===== src/rtl/debounce_fsm.sv =====
// Switch debouncer: 2-flop synchronizer, free-running sample prescaler and an
// 8-state FSM that needs three consecutive sample ticks of a stable level to flip.
module debounce_fsm #(
    parameter int unsigned N = 19
) (
    input  logic clk,
    input  logic reset,
    input  logic sw,
    output logic db_level,
    output logic db_tick
);

    typedef enum logic [2:0] {
        StZero,
        StWait11,
        StWait12,
        StWait13,
        StOne,
        StWait01,
        StWait02,
        StWait03
    } state_e;

    state_e         state_q, state_d;
    logic           sync1_q, sync1_d;
    logic           sw_s_q, sw_s_d;
    logic [N-1:0]   presc_q, presc_d;
    logic           db_level_q, db_level_d;
    logic           db_tick_q, db_tick_d;
    logic           m_tick;

    assign m_tick = (presc_q == '0);

    always_comb begin
        sync1_d = sw;
        sw_s_d  = sync1_q;
        presc_d = presc_q + {{(N-1){1'b0}}, 1'b1};
        state_d = state_q;

        // A level change on sw_s always wins over a coincident sample tick.
        unique case (state_q)
            StZero:   if (sw_s_q) state_d = StWait11;
            StWait11: if (!sw_s_q) state_d = StZero;
                      else if (m_tick) state_d = StWait12;
            StWait12: if (!sw_s_q) state_d = StZero;
                      else if (m_tick) state_d = StWait13;
            StWait13: if (!sw_s_q) state_d = StZero;
                      else if (m_tick) state_d = StOne;
            StOne:    if (!sw_s_q) state_d = StWait01;
            StWait01: if (sw_s_q) state_d = StOne;
                      else if (m_tick) state_d = StWait02;
            StWait02: if (sw_s_q) state_d = StOne;
                      else if (m_tick) state_d = StWait03;
            StWait03: if (sw_s_q) state_d = StOne;
                      else if (m_tick) state_d = StZero;
        endcase

        db_level_d = (state_d == StOne) || (state_d == StWait01) ||
                     (state_d == StWait02) || (state_d == StWait03);
        // Only a confirmed rise pulses; bouncing back from WAIT0_k does not.
        db_tick_d  = (state_q == StWait13) && (state_d == StOne);
    end

    always_ff @(posedge clk) begin
        if (reset) begin
            state_q    <= StZero;
            sync1_q    <= 1'b0;
            sw_s_q     <= 1'b0;
            presc_q    <= '0;
            db_level_q <= 1'b0;
            db_tick_q  <= 1'b0;
        end else begin
            state_q    <= state_d;
            sync1_q    <= sync1_d;
            sw_s_q     <= sw_s_d;
            presc_q    <= presc_d;
            db_level_q <= db_level_d;
            db_tick_q  <= db_tick_d;
        end
    end

    assign db_level = db_level_q;
    assign db_tick  = db_tick_q;

endmodule


===== config.mk =====
export PLATFORM = sky130hd
export DESIGN_NAME = debounce_fsm
export DESIGN_NICKNAME = d
export VERILOG_FILES = /design/src/rtl/debounce_fsm.sv
export SDC_FILE = /design/constraint.sdc
export NUM_CORES = 1
export LEC_CHECK = 0
export BUFFER_PORTS_ARGS = -buffer_cell sky130_fd_sc_hd__buf_2
export CAP_MARGIN = 20
export CORE_MARGIN = 2
export CORE_UTILIZATION = 62
export CTS_BUF_LIST = sky130_fd_sc_hd__clkbuf_8
export CTS_CLUSTER_SIZE = 20
export DETAILED_ROUTE_END_ITERATION = 7
export PLACE_DENSITY_LB_ADDON = 0.15
export SLEW_MARGIN = 20
export SYNTH_ARGS = -nofsm -noshare
export SYNTH_HDL_FRONTEND = slang
export SYNTH_SLANG_ARGS = --single-unit

===== constraint.sdc =====
create_clock -name clk -period 3.7 [get_ports clk]
set_clock_uncertainty 0.1 [all_clocks]
set_input_delay 0.555 -clock clk [delete_from_list [all_inputs] [get_ports clk]]
set_output_delay 0.555 -clock clk [all_outputs]
set_load 0.01 [all_outputs]

==> results.toml <==
[run_status]
run_status = "completed"

[synth]
syn_area_per_cell_sq_um = 9.15
syn_area_sq_um = 1200
ys.warnings.count = 0
ys_async_sr_fraction_pct = 0
synth_nets = 136
syn-instance-count = 131
synth_seq_area_share_pct = 43.4
synth-main-ff-cell = "dfxtp_1"
ys_ff_latch = 26
synth_edf_count = 0
synthDistinctLibCells = 35

[power_and_ir_drop]
ir_drop_uv = 328
p_clk_share_pct = 36.6
p_seq_share_pct = 58.8
switching_power_w = 0.000102
p_int_w = 0.000388
swShare_pct = 20.9
combPwrFrac_pct = 4.6
p_per_area_nw_per_um2 = 380
power_leakage_nw = 0.475

[timing]
hold_viol = 0
period_needed_ns = 1.80
period_share_pct = 48.7
slew_headroom_pct = 67.5
max_freq_ghz = 0.555
finalSetupTns_ns = 0
worst_pin_slew_ns = 0.488
rsz0062_at_grt = "false"
setup_viol = 0
drv_slew = 0
whs_ns = 0.341

[setup_path]
end_kind = "flop"
startpoint_type = "flop"
critical_path.max_fanout = 7
arrival_ns = 1.87
worstPathRequired_ns = 3.77
critPathKind = "reg -> reg"

[final_layout]
fillers = 149
fin_nets = 141
drive_above_1_share_pct = 13.3
ff_latch_area_sq_um = 520
area_growth_pct = 7.52
layout_common_cells = "dfxtp_1, nor2_1, inv_1, xnor2_1"
n_antenna_cell = 0
multi_input_area_sq_um = 636
final_common_cell = "dfxtp_1"

[cts]
post_cts_buffers = 0
clk_pin_slew_ns = 0.09
numCtsBuffers = 3
h-tree-depth = 1
cts_resized = 0
clk-insertion-delay-late_ns = 0.27
root_buffer = "clkbuf_8"
cts_tree = "yes"
cts_num_sinks = 26
cts.path.max_buffers = 2
holdBufCountCts = 0

[floorplan]
fp-row-count = 15
pin_count = 5
initial_core_util_pct = 67.9
fp.dieH_um = 48.0
die_w_um = 48.0
die-area_sq_um = 2300
coreArea_sq_um = 1760

[run]
cap_violations = 0

[routing]
drt_pre_antenna_iters = 3
detail-route-antenna-nets = 0
via_per_inst = 5.48
first_iter_violations = 4
route.detailed.drc = 0
routed_wl_um = 2040
post_drt_wl_per_cell_um = 12.7
num_vias = 877

[global_route]
first_global_vias = 781
overflow = 0
grtUsageTotal_pct = 21.1
antenna_found_initial = 0
grt_pass1_wl_um = 3320
grt_max_degree = 31

[placement]
io_buffers = 4
hpwl_um = 1420
gp_congestion = 0.762

[worst_hold_path]
hold_path_class = "reg -> reg"
==> cell type report <==
cell class                      count  area share [%]
Clock buffer                        4            4.27
Inverter                            7            2.04
Multi-Input combinational cell     94            49.3
Sequential cell                    26            40.4
Tap cell                           25            2.43
Timing Repair Buffer                4            1.55
==> per-layer routing <==
metal	global-route usage (%)	wire, um
met4	4.86	12
met5	0	0
met2	34.9	978
met3	7.92	56
met1	26.2	990
==> registers in the layout, indices dropped and copies added (netlist names) <==
signal and count:
sw_s_q 1, db_tick 1, db_level 1, sw_s_d 1, presc_q 19, state_q 3
==> worst max-delay path: stages, from the launching register on <==
cell and delay, ns:
dfxtp_1 0.47, nand3_2 0.20, nor4_4 0.50, nand3_2 0.13
mux2_4 0.30
==> cell usage after synthesis, drive strengths merged, types with 2 or more instances <==
cell     n  area [sq um]
a21oi    6          30.0
nor4b    2          23.8
mux2     3          37.5
nand4    4          40.0
inv      7          26.3
dfxtp   26           521
clkbuf   4          16.3
nor3     5          25.0
and4     2          17.5
nor2    18          67.6
nand3    8          50.1
xor2     4          35.0
a31o     2          17.5
nor4     6          58.8
nor2b    6          37.5
nand2b   3          18.8
ha       2          25.0
nand2    6          22.5
o21ai    2          10.0
xnor2    7          61.3
or3      2          13.8
==> worst paths after layout <==
check	startpoint	to	slack (ns)	depth (start not counted)
max reg2reg	presc_q[2]$_SDFF_PP0_	presc_q[13]$_SDFF_PP0_	1.90	4
min	sw_s_d$_SDFF_PP0_	sw_s_q$_SDFF_PP0_	0.34	1
min reg2reg	sw_s_d$_SDFF_PP0_	sw_s_q$_SDFF_PP0_	0.34	1
max	presc_q[2]$_SDFF_PP0_	presc_q[13]$_SDFF_PP0_	1.90	4
==> metrics by stage <==
step                      worst slack, ns  utilization [%]  total power (W)  cell area (sq um)  cells
after detailed placement             1.93             69.9         0.000317               1230    156
after CTS                            1.88             73.0         0.000498               1290    160
after global routing                 1.73             73.0         0.000512               1290    160
after floorplan                      2.01                -         0.000312               1200    131
final                                1.90             73.0         0.000490               1290    160
after global placement               1.95             69.9         0.000316               1230    156
==> power by group through the flow <==
stage,Combinational (W),Clock (W),Sequential [W]
finish,0.0000227,0.000179,0.000288
global placement,0.0000218,0,0.000294
global route,0.0000267,0.000197,0.000289
floorplan,0.0000196,0,0.000293
detailed placement,0.0000224,0,0.000294
CTS,0.0000229,0.000187,0.000288
==> logic make-up after synthesis <==
group / after synthesis / share of synthesized area (%)
adder cells (fa/ha/maj): 2 / 2.09
flip-flops: 26 / 43.4
buffers and inverters: 11 / 3.55
XOR/XNOR: 11 / 8.04
AND/OR/NAND/NOR: 65 / 33.0
AO/OA/AOI/OAI: 13 / 6.79
multiplexers: 3 / 3.13
Power figures use the tool's default switching activity.
